## config.mk

```make
export PLATFORM = sky130hd
export DESIGN_NAME = seg7_scan_decoder
export DESIGN_NICKNAME = d
export VERILOG_FILES = /design/src/rtl/seg7_scan_decoder.sv
export SDC_FILE = /design/constraint.sdc
export NUM_CORES = 1
export LEC_CHECK = 0
export CAP_MARGIN = 20
export CELL_PAD_IN_SITES_DETAIL_PLACEMENT = 0
export CELL_PAD_IN_SITES_GLOBAL_PLACEMENT = 1
export CORE_UTILIZATION = 40
export DETAILED_ROUTE_END_ITERATION = 6
export PLACE_DENSITY = 0.72
export SYNTH_ARGS = -nofsm -noshare
export SYNTH_HDL_FRONTEND = slang
export SYNTH_SLANG_ARGS = --single-unit
```

## constraint.sdc

```tcl
create_clock -name clk -period 8.29 [get_ports clk]
set_input_delay 2.0725 -clock clk [delete_from_list [all_inputs] [get_ports clk]]
set_output_delay 2.0725 -clock clk [all_outputs]
set_load 0.02 [all_outputs]
```

## src/rtl/seg7_scan_decoder.sv

```systemverilog
// Snoops a multiplexed active-low seven-segment bus, filters glitches, decodes each
// digit back to BCD and hands complete frames off over a valid/ready interface.
module seg7_scan_decoder #(
    parameter int unsigned NUM_DIGITS     = 4,
    parameter int unsigned STABLE_CYCLES  = 4,
    parameter int unsigned TIMEOUT_CYCLES = 1024
) (
    input  logic                    clk,
    input  logic                    rst_n,
    input  logic [6:0]              seg_n,
    input  logic [NUM_DIGITS-1:0]   dig_n,
    output logic [4*NUM_DIGITS-1:0] bcd,
    output logic [NUM_DIGITS-1:0]   digit_err,
    output logic                    out_valid,
    input  logic                    out_ready,
    output logic                    overrun,
    output logic                    timeout
);

    localparam int unsigned SW = 7 + NUM_DIGITS;
    localparam int unsigned TW = $clog2(TIMEOUT_CYCLES);
    localparam logic [7:0]    STABLE_MAX = 8'(STABLE_CYCLES);
    localparam logic [TW-1:0] TO_LAST    = TW'(TIMEOUT_CYCLES - 1);

    typedef enum logic [0:0] {
        IDLE,
        COLLECT
    } state_e;

    // Returns {err, nibble}; any non-decimal pattern (blank included) maps to F.
    function automatic logic [4:0] decode_seg(input logic [6:0] s);
        logic [4:0] r;
        case (s)
            7'b1000000: r = 5'h00;
            7'b1111001: r = 5'h01;
            7'b0100100: r = 5'h02;
            7'b0110000: r = 5'h03;
            7'b0011001: r = 5'h04;
            7'b0010010: r = 5'h05;
            7'b0000010: r = 5'h06;
            7'b1111000: r = 5'h07;
            7'b0000000: r = 5'h08;
            7'b0011000: r = 5'h09;
            default:    r = 5'h1F;
        endcase
        return r;
    endfunction

    logic [6:0]              seg_s1_q, seg_s2_q;
    logic [NUM_DIGITS-1:0]   dig_s1_q, dig_s2_q;
    logic [SW-1:0]           sample_prev_q;
    logic [7:0]              stab_cnt_q, stab_cnt_d;
    logic [NUM_DIGITS-1:0]   mask_q, mask_d;
    logic [4*NUM_DIGITS-1:0] buf_bcd_q, buf_bcd_d;
    logic [NUM_DIGITS-1:0]   buf_err_q, buf_err_d;
    state_e                  state_q, state_d;
    logic [TW-1:0]           to_cnt_q, to_cnt_d;
    logic [4*NUM_DIGITS-1:0] bcd_q, bcd_d;
    logic [NUM_DIGITS-1:0]   err_q, err_d;
    logic                    valid_q, valid_d;
    logic                    overrun_q, overrun_d;
    logic                    timeout_q, timeout_d;

    logic [SW-1:0]           sample;
    logic [3:0]              low_cnt;
    logic                    selected;
    logic                    stable_hit;
    logic [NUM_DIGITS-1:0]   new_bits;
    logic [NUM_DIGITS-1:0]   mask_acc;
    logic                    capture;
    logic                    frame_done;
    logic [4:0]              dec;

    always_comb begin
        sample  = {seg_s2_q, dig_s2_q};
        low_cnt = '0;
        for (int unsigned i = 0; i < NUM_DIGITS; i++) begin
            low_cnt = low_cnt + {3'b000, ~dig_s2_q[i]};
        end
        selected = (low_cnt == 4'd1);

        if (!selected) begin
            stab_cnt_d = '0;
        end else if (sample != sample_prev_q) begin
            stab_cnt_d = 8'd1;
        end else if (stab_cnt_q != STABLE_MAX) begin
            stab_cnt_d = stab_cnt_q + 8'd1;
        end else begin
            stab_cnt_d = stab_cnt_q;
        end

        // Saturation keeps a held digit from firing again until the bus changes.
        stable_hit = selected && (stab_cnt_d == STABLE_MAX) && (stab_cnt_q != STABLE_MAX);
        new_bits   = stable_hit ? (~dig_s2_q & ~mask_q) : '0;
        capture    = |new_bits;
        mask_acc   = mask_q | new_bits;
        dec        = decode_seg(seg_s2_q);

        buf_bcd_d = buf_bcd_q;
        buf_err_d = buf_err_q;
        for (int unsigned i = 0; i < NUM_DIGITS; i++) begin
            if (new_bits[i]) begin
                buf_bcd_d[4*i +: 4] = dec[3:0];
                buf_err_d[i]        = dec[4];
            end
        end

        state_d    = state_q;
        mask_d     = mask_q;
        to_cnt_d   = to_cnt_q;
        timeout_d  = 1'b0;
        frame_done = 1'b0;
        if (capture) begin
            to_cnt_d = '0;
            if (&mask_acc) begin
                frame_done = 1'b1;
                mask_d     = '0;
                state_d    = IDLE;
            end else begin
                mask_d  = mask_acc;
                state_d = COLLECT;
            end
        end else if (state_q == COLLECT) begin
            if (to_cnt_q == TO_LAST) begin
                timeout_d = 1'b1;
                mask_d    = '0;
                to_cnt_d  = '0;
                state_d   = IDLE;
            end else begin
                to_cnt_d = to_cnt_q + TW'(1);
            end
        end

        bcd_d     = bcd_q;
        err_d     = err_q;
        valid_d   = valid_q;
        overrun_d = overrun_q;
        if (valid_q && out_ready) begin
            valid_d = 1'b0;
        end
        // frame_done is combinational, so load from the next-state buffer that
        // already contains the digit captured on this edge.
        if (frame_done) begin
            if (!valid_q || out_ready) begin
                bcd_d   = buf_bcd_d;
                err_d   = buf_err_d;
                valid_d = 1'b1;
            end else begin
                overrun_d = 1'b1;
            end
        end
    end

    always_ff @(posedge clk or negedge rst_n) begin
        if (!rst_n) begin
            seg_s1_q      <= '1;
            seg_s2_q      <= '1;
            dig_s1_q      <= '1;
            dig_s2_q      <= '1;
            sample_prev_q <= '1;
            stab_cnt_q    <= '0;
            mask_q        <= '0;
            buf_bcd_q     <= '0;
            buf_err_q     <= '0;
            state_q       <= IDLE;
            to_cnt_q      <= '0;
            bcd_q         <= '0;
            err_q         <= '0;
            valid_q       <= 1'b0;
            overrun_q     <= 1'b0;
            timeout_q     <= 1'b0;
        end else begin
            seg_s1_q      <= seg_n;
            seg_s2_q      <= seg_s1_q;
            dig_s1_q      <= dig_n;
            dig_s2_q      <= dig_s1_q;
            sample_prev_q <= sample;
            stab_cnt_q    <= stab_cnt_d;
            mask_q        <= mask_d;
            buf_bcd_q     <= buf_bcd_d;
            buf_err_q     <= buf_err_d;
            state_q       <= state_d;
            to_cnt_q      <= to_cnt_d;
            bcd_q         <= bcd_d;
            err_q         <= err_d;
            valid_q       <= valid_d;
            overrun_q     <= overrun_d;
            timeout_q     <= timeout_d;
        end
    end

    assign bcd       = bcd_q;
    assign digit_err = err_q;
    assign out_valid = valid_q;
    assign overrun   = overrun_q;
    assign timeout   = timeout_q;

endmodule

```

==> impl_results.md <==
* Inserted Diodes at 0
* Most frequent cells after synthesis: 66 x dfrtp_1, 33 x dfstp_2, 32 x nor2_1, 24 x nand2_1, 20 x mux2_4
* Setup TNS at 0 ns
* Overall routing resource usage at 0.144
* Final min period at 4.69 ns
* Syn_area_per_cell at 12.6 um2
* Slew margin rel. at 0.371
* Die W at 105 um
* Top post-synthesis cells by area: dfrtp_1 39%, dfstp_2 21%, mux2_4 7.1%
* Met3 global-route usage at 0.0225
* Hold Violations, Final at 0
* Netlist cell types at 51
* Number of flops mapped to enable cells by yosys at 0
* First-pass GRT wire length at 12,500 um
* Hold path startpoint: seg_s1_q[5]
* Critical path arrival at 4.92 ns
* Crit. End Element: register
* Post-route ant nets at 0
* Met1 GRT Util at 0.194
* Port Buffer Count at 36
* Clk root buf: clkbuf_8
* Largest net degree at the start of global routing at 77
* Reg2Reg Setup Slack at 3.60 ns
* Cell with the most instances after synthesis: dfrtp_1
* Register bit total from synthesis at 99
* Vias per Instance at 4.95
* Crit share post-route at 0.565
* Total number of vias at 2,551
* Buffer levels on the longest clock path at 2
* Register area share after synthesis at 0.596
* Num CTS Buffers at 9
* RSZ-0062 raised after global routing: no
* RR Endpoint: bcd[12]
* Routability cong. at 0.772
* Slew Limit Fails at 0
* Post-CTS Setup Inserts at 0
* Initial core utilization at 0.411
* Rows at 37
* Slew @ Worst Pin at 0.932 ns
* Synth area leader: dfrtp_1
* Min-Delay Path Class: reg -> reg
* HPWL Detailed at 5070 um
* Hold-critical path depth at 0
* Syn Inst Count at 336
* I/O pins at 37
* Initial antenna violation count at 0
* Drt initial violations at 102
* Core footprint at 0.0103 mm2
* Routed wire length at 7290 um
* Kind of critical path: reg -> reg
* Busiest grt layer: met2
* Max capacitance violation total at 0
* Cell Area, Synth at 0.00423 mm2
* Layout Nets at 394
* Final setup fails at 0
* Met2 usage at 0.228
* Syn nets at 356
* Fmax at 213 MHz
* Cts repair resizes at 0
* Worst EP required at 8.53 ns
* Drt pass-1 iters at 4
* Fraction of layout cells with a size suffix above 1 at 0.208
* Reg2reg path depth at 12
* Hold endpoint: seg_s2_q[5]
* Hold Buf Count CTS at 0
* Clk slew on worst S/H paths at 0.09 ns
* Drt wl/cell at 14.1 um
* PwrDens at 170 mW/mm2
* Clk sinks at 99
* Util after Layout at 0.476
* Die height at 105 um
* Vias in the first global route at 2,614
* Gr ovfl total at 0
* Status: finished clean
* # H-tree levels at 3
* Async SR Flop Fraction at 1.00
* Top-area cell type share of the netlist area at 0.391
* DRC viols at 0
* Area Overhead vs Synth at 15.8%
* Die area at 0.0110 mm2
* Crit path max fanout at 20
* Worst vdd ir at 0.0785 mV
* Yosys warning total at 0
* Setup Skew at 0.0140 ns
* Most used DFF post-synth: dfrtp_1
* Leakage at 2.21 nW
* Startpoint Class: register
* Clk Latency, worst-skew pair at 0.36 ns
* CTS tree: yes
* Worst R2R Start: dig_s2_q[1]
-- power breakdown --
group          internal (mW)  switching (mW)
Sequential             0.498         0.00986
Clock                  0.116           0.171
Combinational         0.0162          0.0217
-- cell families (layout without fill, tap and decap cells) --
kind of cell,after synthesis,in the layout,share of synthesized area
AO/OA/AOI/OAI,44,44,0.0690
buffers and inverters,22,65,0.0237
multiplexers,36,36,0.114
flip-flops,99,99,0.596
adder cells (fa/ha/maj),6,6,0.0195
XOR/XNOR,22,22,0.0456
AND/OR/NAND/NOR,107,107,0.132
-- worst max-delay path, cell delays in order (launching register included) --
cell	delay [ns]
dfstp_2	0.60
fa_1	0.42
inv_1	0.06
ha_1	0.14
ha_1	0.23
or3b_1	0.39
nor3_1	0.18
o311ai_1	0.19
a2111oi_4	0.55
a21oi_1	0.23
nor4_4	0.41
nand3_2	0.65
mux2_4	0.52
-- area by class of cell --
type / count / area (um2)
clock buffer: 10 / 128
clock inverter: 6 / 61.3
timing repair buffer: 37 / 365
inverter: 12 / 45.0
fill: 958 / 5380
sequential: 99 / 2520
multi-input combinational: 215 / 1610
tap: 136 / 170
-- metal layers --
| metal | routed length, um | vias up | part of all wire |
|---|---|---|---|
| li1 | - | 1239 | - |
| met1 | 3620 | 1272 | 0.50 |
| met2 | 3400 | 32 | 0.47 |
| met3 | 142 | 8 | 0.019 |
| met4 | 118 | 0 | 0.016 |
| met5 | 0 | - | 0 |
-- flip-flops by register name, summed over array words and instances (netlist names) --
name,cells
digit_err,4
stab_cnt_q,8
bcd,16
seg_s1_q,7
state_q,1
overrun,1
out_valid,1
to_cnt_q,10
sample_prev_q,11
dig_s1_q,4
seg_s2_q,7
buf_err_q,4
dig_s2_q,4
mask_q,4
buf_bcd_q,16
timeout,1
-- worst max-delay path by stage --
stage	cells past startpoint	end	slack, ns	startpoint
global route	12	bcd[9]	3.29	dig_s2_q[1]
detailed placement	12	bcd[12]	3.56	dig_s2_q[1]
global placement	12	bcd[8]	3.76	dig_s2_q[1]
finish	12	bcd[12]	3.60	dig_s2_q[1]
CTS	12	bcd[12]	3.54	dig_s2_q[1]
floorplan	13	bcd[0]	4.50	dig_s2_q[1]
-- through the flow --
| stage | setup WS, ns | hold slack [ns] | area, um2 | cells | power [mW] |
|---|---|---|---|---|---|
| detailed placement | 3.56 | 0.347 | 4710 | 499 | 0.556 |
| global route | 3.29 | 0.364 | 4890 | 515 | 0.873 |
| global placement | 3.76 | 0.346 | 4710 | 499 | 0.555 |
| CTS | 3.54 | 0.362 | 4890 | 515 | 0.849 |
| finish | 3.60 | 0.359 | 4890 | 515 | 0.834 |
| floorplan | 4.50 | 0.345 | 4230 | 336 | 0.534 |
-- cells in the final DEF, fill, tap and decap left out, types with 2 or more instances in the layout --
master            n
nor3_1            8
inv_1            12
clkbuf_8          9
o21ai_0          12
nand2b_1          5
mux2_1           12
nand2_1          24
xnor2_1           6
and3_1            4
nor2b_1           3
mux2_4           20
ha_1              5
xor2_1           16
and4_1            2
nand3_2           2
nand3b_1          2
nand3_1           7
nor2_1           32
nor4_1            3
and2_1            2
dfstp_2          33
a21o_1            2
a21oi_1           5
dfrtp_1          66
nand4_1           5
clkdlybuf4s50_1  35
nor3b_1           2
buf_4             2
mux2_2            4
o21ai_1           9
clkinv_4          2
a31oi_1           3
Note: power is estimated with default switching activity, not from simulation.
